## src/rtl/mem_arbiter_pkg.sv

```systemverilog
// Shared types and constants for the two-port memory arbiter.
// Imported by the arbiter top and its priority sub-block.
package mem_arbiter_pkg;

  typedef enum logic [1:0] {
    S_IDLE,
    S_WAIT,
    S_RESP
  } state_t;

  typedef enum logic {
    OWN_IFU,
    OWN_LSU
  } owner_t;

  localparam logic [2:0] LEN_B = 3'd1;
  localparam logic [2:0] LEN_H = 3'd2;
  localparam logic [2:0] LEN_W = 3'd4;

  // Anything other than a byte, half or word becomes a word access.
  function automatic logic [2:0] fix_len(
    input logic [2:0] len
  );
    if (len == LEN_B || len == LEN_H || len == LEN_W)
      return len;
    return LEN_W;
  endfunction

endpackage

```

## src/rtl/mem_arb_prio.sv

```systemverilog
// Grant selection between fetch and load/store ports.
// LSU has priority until the fetch side has been starved too long.
module mem_arb_prio
  import mem_arbiter_pkg::*;
#(
  parameter int STARVE_MAX = 4
) (
  input  logic clk,
  input  logic rst,
  input  logic idle,
  input  logic ifu_valid,
  input  logic lsu_valid,
  output logic ifu_grant,
  output logic lsu_grant
);

  logic [3:0] starve_q;
  logic       ifu_win;

  // Pick a winner; grants only exist while idle and out of reset.
  always_comb begin
    ifu_win   = ifu_valid &&
                (!lsu_valid ||
                 starve_q == 4'(STARVE_MAX));
    ifu_grant = idle && !rst && ifu_win;
    lsu_grant = idle && !rst && lsu_valid && !ifu_win;
  end

  // Count LSU grants that jumped ahead of a waiting fetch.
  always_ff @(posedge clk) begin
    if (rst)
      starve_q <= '0;
    else if (ifu_grant || !ifu_valid)
      starve_q <= '0;
    else if (lsu_grant &&
             starve_q != 4'(STARVE_MAX))
      starve_q <= starve_q + 4'd1;
  end

endmodule

```

## src/rtl/mem_arbiter.sv

```systemverilog
// Two-port arbiter onto a single fixed-latency memory.
// One access in flight: IDLE accept, WAIT count down, RESP pulse.
module mem_arbiter
  import mem_arbiter_pkg::*;
#(
  parameter int WIDTH      = 32,
  parameter int LATENCY    = 2,
  parameter int STARVE_MAX = 4
) (
  input  logic             clk,
  input  logic             rst,
  input  logic             ifu_req_valid_i,
  output logic             ifu_req_ready_o,
  input  logic [WIDTH-1:0] ifu_addr_i,
  output logic             ifu_resp_valid_o,
  output logic [WIDTH-1:0] ifu_rdata_o,
  input  logic             lsu_req_valid_i,
  output logic             lsu_req_ready_o,
  input  logic [WIDTH-1:0] lsu_addr_i,
  input  logic             lsu_wen_i,
  input  logic [2:0]       lsu_len_i,
  input  logic [WIDTH-1:0] lsu_wdata_i,
  output logic             lsu_resp_valid_o,
  output logic [WIDTH-1:0] lsu_rdata_o,
  output logic             mem_en_o,
  output logic             mem_we_o,
  output logic [WIDTH-1:0] mem_addr_o,
  output logic [WIDTH-1:0] mem_wdata_o,
  output logic [2:0]       mem_len_o,
  input  logic [WIDTH-1:0] mem_rdata_i
);

  state_t           state_q, state_d;
  logic [3:0]       cnt_q;
  logic [WIDTH-1:0] addr_q, wdata_q;
  logic             wen_q;
  logic [2:0]       len_q;
  owner_t           owner_q;
  logic [WIDTH-1:0] ifu_rdata_q, lsu_rdata_q;
  logic             accept, fire;

  mem_arb_prio #(
    .STARVE_MAX(STARVE_MAX)
  ) u_prio (
    .clk      (clk),
    .rst      (rst),
    .idle     (state_q == S_IDLE),
    .ifu_valid(ifu_req_valid_i),
    .lsu_valid(lsu_req_valid_i),
    .ifu_grant(ifu_req_ready_o),
    .lsu_grant(lsu_req_ready_o)
  );

  assign accept = ifu_req_ready_o | lsu_req_ready_o;
  assign fire   = !rst && state_q == S_WAIT &&
                  cnt_q == 4'd0;

  // Next-state selection.
  always_comb begin
    state_d = state_q;
    unique case (state_q)
      S_IDLE:  if (accept) state_d = S_WAIT;
      S_WAIT:  if (cnt_q == 4'd0) state_d = S_RESP;
      S_RESP:  state_d = S_IDLE;
      default: state_d = S_IDLE;
    endcase
  end

  // State register.
  always_ff @(posedge clk) begin
    if (rst) state_q <= S_IDLE;
    else     state_q <= state_d;
  end

  // Latch the accepted request and run the wait counter.
  always_ff @(posedge clk) begin
    if (rst) begin
      cnt_q   <= '0;
      addr_q  <= '0;
      wdata_q <= '0;
      wen_q   <= 1'b0;
      len_q   <= '0;
      owner_q <= OWN_IFU;
    end else if (accept) begin
      cnt_q <= 4'(LATENCY - 1);
      if (lsu_req_ready_o) begin
        owner_q <= OWN_LSU;
        addr_q  <= lsu_addr_i;
        wen_q   <= lsu_wen_i;
        len_q   <= fix_len(lsu_len_i);
        wdata_q <= lsu_wdata_i;
      end else begin
        owner_q <= OWN_IFU;
        addr_q  <= ifu_addr_i;
        wen_q   <= 1'b0;
        len_q   <= LEN_W;
        wdata_q <= '0;
      end
    end else if (state_q == S_WAIT &&
                 cnt_q != 4'd0) begin
      cnt_q <= cnt_q - 4'd1;
    end
  end

  // Capture read data on the access cycle; it then holds.
  always_ff @(posedge clk) begin
    if (rst) begin
      ifu_rdata_q <= '0;
      lsu_rdata_q <= '0;
    end else if (fire) begin
      if (owner_q == OWN_LSU)
        lsu_rdata_q <= wen_q ? '0 : mem_rdata_i;
      else
        ifu_rdata_q <= mem_rdata_i;
    end
  end

  assign mem_en_o    = fire;
  assign mem_we_o    = fire & wen_q;
  assign mem_addr_o  = fire ? addr_q  : '0;
  assign mem_wdata_o = fire ? wdata_q : '0;
  assign mem_len_o   = fire ? len_q   : '0;

  assign ifu_resp_valid_o = !rst &&
                            state_q == S_RESP &&
                            owner_q == OWN_IFU;
  assign lsu_resp_valid_o = !rst &&
                            state_q == S_RESP &&
                            owner_q == OWN_LSU;
  assign ifu_rdata_o = ifu_rdata_q;
  assign lsu_rdata_o = lsu_rdata_q;

endmodule

```

## config.mk

```make
export PLATFORM = sky130hd
export DESIGN_NAME = mem_arbiter
export DESIGN_NICKNAME = d
export VERILOG_FILES = /design/src/rtl/mem_arbiter_pkg.sv /design/src/rtl/mem_arb_prio.sv /design/src/rtl/mem_arbiter.sv
export SDC_FILE = /design/constraint.sdc
export NUM_CORES = 1
export LEC_CHECK = 0
export ABC_AREA = 1
export CAP_MARGIN = 20
export CORE_MARGIN = 2
export CORE_UTILIZATION = 30
export CTS_CLUSTER_DIAMETER = 80
export DETAILED_ROUTE_END_ITERATION = 10
export HOLD_SLACK_MARGIN = 0.15
export PLACE_DENSITY_LB_ADDON = 0.08
export SLEW_MARGIN = 10
export SYNTH_ARGS = -nofsm -noshare
export SYNTH_HDL_FRONTEND = slang
export SYNTH_HIERARCHICAL = 1
export SYNTH_SLANG_ARGS = --single-unit
```

## constraint.sdc

```tcl
create_clock -name clk -period 2.55 [get_ports clk]
set_clock_uncertainty 0.05 [all_clocks]
set_input_delay 0.255 -clock clk [delete_from_list [all_inputs] [get_ports clk]]
set_output_delay 0.255 -clock clk [all_outputs]
set_load 0.05 [all_outputs]
```

==> flow_summary.json, run 1 <==
{
  "worst_slew_pin_slew_ps": 724,
  "async_reset_ff_share_pct": 0,
  "grtUsageTotal_pct": 18.2,
  "initial_core_util_pct": 30.6,
  "synthAdderAreaFrac_pct": 0.747,
  "cts_root_buf": "clkbuf_16",
  "num-fill-cells": 2146,
  "syn_nets": 1114,
  "synth-simple-area-share_pct": 30.0,
  "post-route-period-util_pct": 93.3,
  "layout_setup_ws_ps": 171,
  "drtAntennaViolNets": 0,
  "firstDrtPassIters": 5,
  "reg2reg_slack_ps": 470,
  "utilization_pct": 49.8,
  "routed_via_density": 4.47,
  "yosysSeqAreaShare_pct": 42.7,
  "hold_viol_final": 0,
  "worstPathArrival_ps": 2070,
  "crit_buf_inv": 4,
  "antenna_found_initial": 0,
  "syn-cell-area_sq_mm": 0.00670,
  "clk_latency_ps": 410,
  "wire_per_inst_microns": 14.3,
  "dieArea_sq_mm": 0.0236,
  "path_cells": "inv_1 -> ha_1 -> nand2_2 -> nor2_8 -> inv_4 -> buf_4 -> nor2_1 -> buf_12",
  "ir_worst_vdd_v": 0.000355,
  "row_count": 54,
  "routed-wl-met3_microns": 2070,
  "status": "finished clean",
  "layout-drive-gt1-share_pct": 11.6,
  "clock_path_buffers": 2,
  "ys_top_cells_by_area": "dfxtp_1 (43%), nand3_1 (9.9%), nand2_1 (9.4%), nor2_1 (8.6%), inv_1 (7.6%)",
  "dieHeight_microns": 153,
  "powerDensity_mw_per_mm2": 546,
  "yosys-top-cells-count": "nand2_1 (167), nor2_1 (154), dfxtp_1 (143)",
  "place.gp.congestion": 0.792,
  "setup.worst_path.end_class": "output port",
  "crit_path_end": "mem_wdata_o[8]",
  "synth_edf_count": 0,
  "yosysTopAreaCell": "dfxtp_1",
  "rsz0062_at_grt": "false",
  "diodes": 0,
  "synth_top_family_by_area": "simple AND/OR/NAND/NOR gates",
  "numPortBuffers": 272,
  "grt_max_degree": 147,
  "synth_xor_area_share_pct": 0.261,
  "ff_latch_area_sq_mm": 0.00286,
  "vias": 6716,
  "cp_slowest_stage_delay_ps": 290,
  "drcViolationCount": 0,
  "dr.first_iter.drc_count": 270,
  "multi_input_area_sq_mm": 0.00289,
  "io_pins": 273,
  "final.min_clock_period_ps": 2380,
  "postSynthCellCount": 974,
  "slowest_stage": "dfxtp_1",
  "met1_length_microns": 9630,
  "final_cell_area_sq_mm": 0.0109,
  "htree_levels": 4,
  "ys_seq_elements": 143,
  "max_freq_mhz": 420,
  "r2r_start": "u_prio/starve_q[0]",
  "path_depth": 8,
  "final_nets": 1349,
  "routed.top_layer": "met4",
  "hold_class": "in2reg",
  "worstSetupStartpointType": "flop",
  "synth_cell_type_count": 27,
  "fin_tns_setup_ps": 0,
  "core_area_sq_mm": 0.0219,
  "cts_tree": "yes",
  "leakagePower_nw": 4.36,
  "crit_start": "cnt_q[0]",
  "synth_mux_area_share_pct": 0,
  "worstPathRequired_ps": 2250,
  "grt_overflow": 0,
  "area_growth_pct": 62.6,
  "finalSetupViolCount": 0,
  "clock_sinks": 143,
  "synth_top_area_share_pct": 42.7,
  "ctsHoldBuffers": 0,
  "wl_met2_microns": 9650,
  "clk_pin_slew_worst_paths_ps": 60,
  "critPathKind": "reg2out",
  "wl_microns": 21500,
  "grt_pass1_vias": 6410,
  "dpl_cell_area_sq_mm": 0.0103,
  "cp_max_fo": 25,
  "synth_compound_area_share_pct": 11.8,
  "avgSynthCellArea_sq_um": 6.88,
  "die_x_microns": 153,
  "relSlewSlack_pct": 51.7,
  "synth_most_common_cell": "nand2_1",
  "grt_pass1_wl_microns": 34500,
  "drv_cap": 0,
  "ys_warn_count": 6,
  "dp_slack_ps": 138,
  "dp_hpwl_microns": 14800,
  "cts_inserted_buffers": 17,
  "synth_ff_type": "dfxtp_1",
  "final_max_slew_viol_count": 0,
  "crit_family": "buffers and inverters",
  "reg2reg_depth": 9,
  "r2r_end": "wdata_q[6]"
}
[cell type report]
type | count | share of cell area, %
repair buffers | 288 | 33.5
clock inverters | 12 | 1.46
well taps | 280 | 3.21
clock buffers | 20 | 4.10
multi-input cells | 617 | 26.5
flip-flops and latches | 143 | 26.3
inverters | 142 | 4.94
[worst min-delay path by stage]
| stage | slack [ps] | cells past startpoint | start | to |
|---|---|---|---|---|
| final | 360 | 3 | lsu_wdata_i[30] | wdata_q[30] |
| after global routing | 360 | 3 | lsu_wdata_i[30] | wdata_q[30] |
| after CTS | 340 | 3 | lsu_wdata_i[30] | wdata_q[30] |
| after detailed placement | 410 | 2 | wdata_q[19] | wdata_q[19] |
| after global placement | 400 | 2 | wdata_q[19] | wdata_q[19] |
| after floorplan | 350 | 2 | lsu_wdata_i[0] | wdata_q[0] |
[report_power, final]
part / switching, W / internal [W] / total [W]
Combinational: 0.000580 / 0.000429 / 0.00101
Clock: 0.000997 / 0.00157 / 0.00257
Sequential: 0.0000354 / 0.00234 / 0.00237
Total: 0.00161 / 0.00434 / 0.00595
[cell usage in the layout (no fill, tap or decap), types with 31 or more instances in the layout]
| cell type | instances |
|---|---|
| o211ai_1 | 31 |
| dfxtp_1 | 142 |
| buf_12 | 79 |
| a21oi_1 | 70 |
| o21ai_0 | 34 |
| nand3_1 | 132 |
| clkdlybuf4s50_1 | 199 |
| nand2_1 | 167 |
| nor2_1 | 152 |
| inv_1 | 135 |
[tightest hold or removal path: cells and delay by family]
kind	cells	cell delay [ps]
AND/OR/NAND/NOR	1	70
buffers and inverters	1	400
AO/OA/AOI/OAI	1	60
[registers in the layout, summed over array words and instances, names as in the netlist]
register and cells:
state_q 2, owner_q 1, len_q 3, wdata_q 32, ifu_rdata_o 32, lsu_rdata_o 32
addr_q 32, wen_q 1, u_prio/starve_q 4, cnt_q 4
[metrics by stage]
step / std cells / hold slack (ps) / power [W]
4_1_cts: 1502 / 340 / 0.00605
2_1_floorplan: 974 / 347 / 0.00300
3_3_place_gp: 1470 / 402 / 0.00343
3_5_place_dp: 1470 / 409 / 0.00343
6_report: 1502 / 362 / 0.00595
5_1_grt: 1502 / 357 / 0.00624
[routing by layer]
metal / up-vias / GRT usage, %
met1: 2979 / 23.6
met3: 11 / 8.17
li1: 3529 / -
met5: - / 0
met2: 197 / 27.8
met4: 0 / 4.46
[cell families (layout without fill, tap and decap cells)]
group	count (synthesis)	after routing
AOI/OAI and AO/OA	142	142
xor gates and xnor gates	2	2
adders and majority gates	4	4
buffers and inverters	214	462
DFF	143	143
and+or+nand+nor	469	469
[what timing repair did]
item,4_1_cts,5_1_grt
endpoints found under the setup margin,26,16
gates resized for setup,1,2
setup buffers,0,0
(Power assumes the default switching activity.)
==> inputs of run 2 (changes only) <==
CORE_ASPECT_RATIO = 0.6   (was default)
==> flow_summary.json, run 2 (synthesis results as in run 1) <==
{
  "vias": 6699,
  "reg2reg_slack_ps": 510,
  "row_count": 42,
  "ctsHoldBuffers": 0,
  "hold_class": "in2reg",
  "antenna_found_initial": 1,
  "dpl_cell_area_sq_mm": 0.0103,
  "status": "finished clean",
  "grt_pass1_vias": 6290,
  "grt_overflow": 0,
  "clk_pin_slew_worst_paths_ps": 60,
  "reg2reg_depth": 11,
  "clock_path_buffers": 2,
  "initial_core_util_pct": 30.5,
  "layout_setup_ws_ps": 188,
  "dp.cells": 1477,
  "final_common_cell": "clkdlybuf4s50_1",
  "fin_cells": 1508,
  "clk_latency_ps": 420,
  "worstPathRequired_ps": 2250,
  "slowest_stage": "dfxtp_1",
  "r2r_start": "u_prio/starve_q[0]",
  "cts-resized-gates": 0,
  "dieHeight_microns": 120,
  "fin_tns_setup_ps": 0,
  "rsz0062_at_grt": "false",
  "powerDensity_mw_per_mm2": 552,
  "final.min_clock_period_ps": 2360,
  "grt_pass1_wl_microns": 35200,
  "hold_viol_final": 0,
  "numPortBuffers": 272,
  "post_cts_buffers": 0,
  "grtUsageTotal_pct": 19.1,
  "r2r_end": "addr_q[0]",
  "worstSetupStartpointType": "flop",
  "critPathKind": "reg2out",
  "place.gp.congestion": 0.769,
  "wire_per_inst_microns": 14.6,
  "crit_start": "cnt_q[0]",
  "setup.worst_path.end_class": "output port",
  "firstDrtPassIters": 5,
  "cts_tree": "yes",
  "drcViolationCount": 0,
  "post-route-period-util_pct": 92.6,
  "finalSetupViolCount": 0,
  "p_total_w": 0.00604,
  "grt_max_degree": 130,
  "min_from": "lsu_wdata_i[29]",
  "htree_levels": 4,
  "final_cell_area_sq_mm": 0.0109,
  "path_cells": "inv_1 -> ha_1 -> nand2_2 -> nor2_8 -> inv_2 -> buf_4 -> nor2_1 -> buf_12",
  "core_area_sq_mm": 0.0220,
  "worstPathArrival_ps": 2060,
  "relSlewSlack_pct": 48.8,
  "max_freq_mhz": 423,
  "diodes": 0,
  "crit_path_end": "mem_addr_o[4]",
  "dr.first_iter.drc_count": 398,
  "ir_worst_vdd_v": 0.000453,
  "dp_slack_ps": 352,
  "cts_root_buf": "clkbuf_16",
  "dp_hpwl_microns": 15200,
  "dieArea_sq_mm": 0.0236,
  "final_nets": 1350,
  "routed_via_density": 4.44,
  "layout-drive-gt1-share_pct": 11.5,
  "area_growth_pct": 63.1,
  "die_x_microns": 197,
  "final_max_slew_viol_count": 0,
  "clock_sinks": 143,
  "cp_slowest_stage_delay_ps": 290,
  "io_pins": 273,
  "wl_microns": 22000,
  "cp_max_fo": 26,
  "mostFrequentLayoutCells": "clkdlybuf4s50_1 (199), nand2_1 (167), nor2_1 (153)",
  "drtAntennaViolNets": 0,
  "cts_inserted_buffers": 17,
  "leakagePower_nw": 4.38,
  "worst_slew_pin_slew_ps": 767,
  "drv_cap": 0
}
-- run 2: cell type report --
class                   instances  area (sq um)
inverters                     142           536
clock inverters                 5           100
well taps                     286           358
multi-input cells             617          2890
flip-flops and latches        143          2860
repair buffers                289          3670
clock buffers                  26           519
fillers                      2130         11000
-- run 2: worst min path at each step --
stage / to / depth (start not counted) / slack (ps)
2_1_floorplan: wdata_q[0] / 2 / 350
4_1_cts: wdata_q[29] / 3 / 340
6_report: wdata_q[29] / 3 / 360
3_5_place_dp: wdata_q[19] / 2 / 410
3_3_place_gp: wdata_q[19] / 2 / 400
5_1_grt: wdata_q[1] / 3 / 350
-- run 2: power breakdown --
| group | switching, W | leakage, nW | total (W) | internal [W] |
|---|---|---|---|---|
| clock | 0.000961 | 0.306 | 0.00265 | 0.00169 |
| combinational | 0.000578 | 2.92 | 0.00101 | 0.000434 |
| sequential | 0.0000378 | 1.16 | 0.00237 | 0.00234 |
| total | 0.00158 | 4.38 | 0.00604 | 0.00446 |
-- run 2: metal layers --
layer / global-route usage (%) / up-vias / wire, microns
li1: - / 3530 / -
met5: 0 / - / 13
met1: 27.0 / 2971 / 10800
met3: 7.25 / 21 / 1760
met4: 5.36 / 2 / 225
met2: 26.9 / 175 / 9220
-- run 2: through the flow --
| step | hold WS [ps] | util [%] |
|---|---|---|
| global placement | 402 | 46.9 |
| CTS | 335 | 49.8 |
| finish | 356 | 49.8 |
| global route | 353 | 49.8 |
| detailed placement | 408 | 46.9 |
| floorplan | 347 | - |
-- run 2: critical path: cells and delay by family (launching register included) --
kind / cells / cell delay (ps)
AND/OR/NAND/NOR: 3 / 540
buffers and inverters: 4 / 600
adder cells (fa/ha/maj): 1 / 190
flip-flops: 1 / 290
==> inputs of run 3 (changes only) <==
CORE_UTILIZATION = 25   (was 30)
GPL_TIMING_DRIVEN = 0   (was default)
==> flow_summary.json, run 3 (synthesis results as in run 1) <==
{
  "status": "finished clean",
  "fin_cells": 1641,
  "area_growth_pct": 53.9,
  "cts_root_buf": "clkbuf_16",
  "powerDensity_mw_per_mm2": 603,
  "final.min_clock_period_ps": 2430,
  "clock_path_buffers": 2,
  "final_common_cell": "clkdlybuf4s50_1",
  "reg2reg_depth": 12,
  "grt_pass1_vias": 6673,
  "p_int_w": 0.00453,
  "utilization_pct": 39.1,
  "routed_via_density": 4.27,
  "critPathKind": "reg2out",
  "antenna_found_initial": 1,
  "worstPathArrival_ps": 2130,
  "num-fill-cells": 2895,
  "finalSetupViolCount": 0,
  "dieArea_sq_mm": 0.0282,
  "cts_tree": "yes",
  "grt_overflow": 0,
  "reg2reg_slack_ps": 200,
  "dieHeight_microns": 131,
  "dp.cells": 1606,
  "grt_pass1_wl_microns": 39200,
  "place.gp.congestion": 0.800,
  "switching_power_w": 0.00169,
  "worstPathRequired_ps": 2250,
  "numPortBuffers": 272,
  "cp_max_fo": 10,
  "grt_max_degree": 17,
  "post-route-period-util_pct": 95.3,
  "leakagePower_nw": 4.35,
  "layout-drive-gt1-share_pct": 13.4,
  "dr.first_iter.drc_count": 336,
  "clk_pin_slew_worst_paths_ps": 60,
  "relSlewSlack_pct": 57.8,
  "dp_hpwl_microns": 20100,
  "initial_core_util_pct": 25.4,
  "core_area_sq_mm": 0.0264,
  "firstDrtPassIters": 5,
  "vias": 7001,
  "drv_cap": 0,
  "row_count": 46,
  "hold_class": "in2reg",
  "wire_per_inst_microns": 15.9,
  "grtUsageTotal_pct": 18.4,
  "final_cell_area_sq_mm": 0.0103,
  "io_pins": 273,
  "final_max_slew_viol_count": 0,
  "clock_sinks": 143,
  "worst_slew_pin_slew_ps": 633,
  "hold_viol_final": 0,
  "die_x_microns": 215,
  "drtAntennaViolNets": 0,
  "final_nets": 1407,
  "power.combinational.fraction_pct": 16.9,
  "p_total_w": 0.00621,
  "htree_levels": 4,
  "switching_share_pct": 27.2,
  "cts_inserted_buffers": 17,
  "ir_worst_vdd_v": 0.000445,
  "setup.worst_path.end_class": "output port",
  "p_seq_share_pct": 38.2,
  "mostFrequentLayoutCells": "clkdlybuf4s50_1 (199), nand2_1 (167), nor2_1 (153)",
  "drcViolationCount": 0,
  "rsz0062_at_grt": "true",
  "worstSetupStartpointType": "flop",
  "pwr-share-clk_pct": 44.9,
  "wl_microns": 26100,
  "hold_depth": 3,
  "clk_latency_ps": 430,
  "max_freq_mhz": 411,
  "dpl_cell_area_sq_mm": 0.00988
}
==> run 3: changes by cell type in the layout (fill, tap and decap cells not counted), sizes merged <==
cell | before | now
buf | 90 | 111
bufinv | 3 | 4
clkbuf | 26 | 49
clkdlybuf4s15 | 0 | 7
clkdlybuf4s18 | 0 | 1
clkinv | 3 | 4
clkinvlp | 0 | 2
diode | 0 | 1
dlygate4sd2 | 0 | 2
==> run 3: final cells by class <==
cell class	count	area, sq um	share of cell area [%]
multi-input combinational	617	2880	27.9
sequential	143	2860	27.8
timing repair buffer	274	2490	24.1
inverter	142	533	5.17
clock buffer	23	498	4.83
tap	360	450	4.37
buffer	72	445	4.32
clock inverter	9	154	1.49
antenna	1	2.50	0.0243
==> run 3: per-stage QoR <==
step	setup TNS [ps]	hold WS, ps	worst slack (ps)
finish	0	350	119
detailed placement	-23380	404	-529
CTS	0	328	0.187
global placement	-25080	401	-535
global route	-9.81	335	-9.81
floorplan	0	347	182
==> run 3: worst paths after layout <==
path,startpoint,to
max,cnt_q[0],mem_en_o
min,lsu_wdata_i[30],wdata_q[30]
max reg2reg,u_prio/starve_q[0],addr_q[8]
min reg2reg,wdata_q[19],wdata_q[19]
==> run 3: power groups by stage <==
| stage | combinational (W) | sequential [W] | clock, W |
|---|---|---|---|
| floorplan | 0.000479 | 0.00252 | 0 |
| global placement | 0.00105 | 0.00242 | 0 |
| detailed placement | 0.00106 | 0.00242 | 0 |
| CTS | 0.00105 | 0.00237 | 0.00287 |
| global route | 0.00115 | 0.00238 | 0.00297 |
| finish | 0.00105 | 0.00237 | 0.00279 |
==> run 3: worst max-delay path, cell delays in order (launching register included) <==
cell and delay [ps]:
dfxtp_1 300, inv_2 90, ha_1 170, nand2_2 140, nor2_8 170, buf_4 140, buf_12 140, buf_6 150
clkdlybuf4s15_2 370
==> run 3: what timing repair did <==
item	4_1_cts	5_1_grt
setup buffers	0	2
pin swaps	1	1
setup endpoints to repair	73	109
hold buffers	0	0
gates resized for setup	326	55
==> run 3: routing by layer <==
layer	GRT usage, %	part of all wire (%)	wire length [microns]
met1	27.1	53	13700
met2	25.3	40	10400
met3	6.16	6.4	1660
met4	4.95	1.1	282
met5	0	0	0
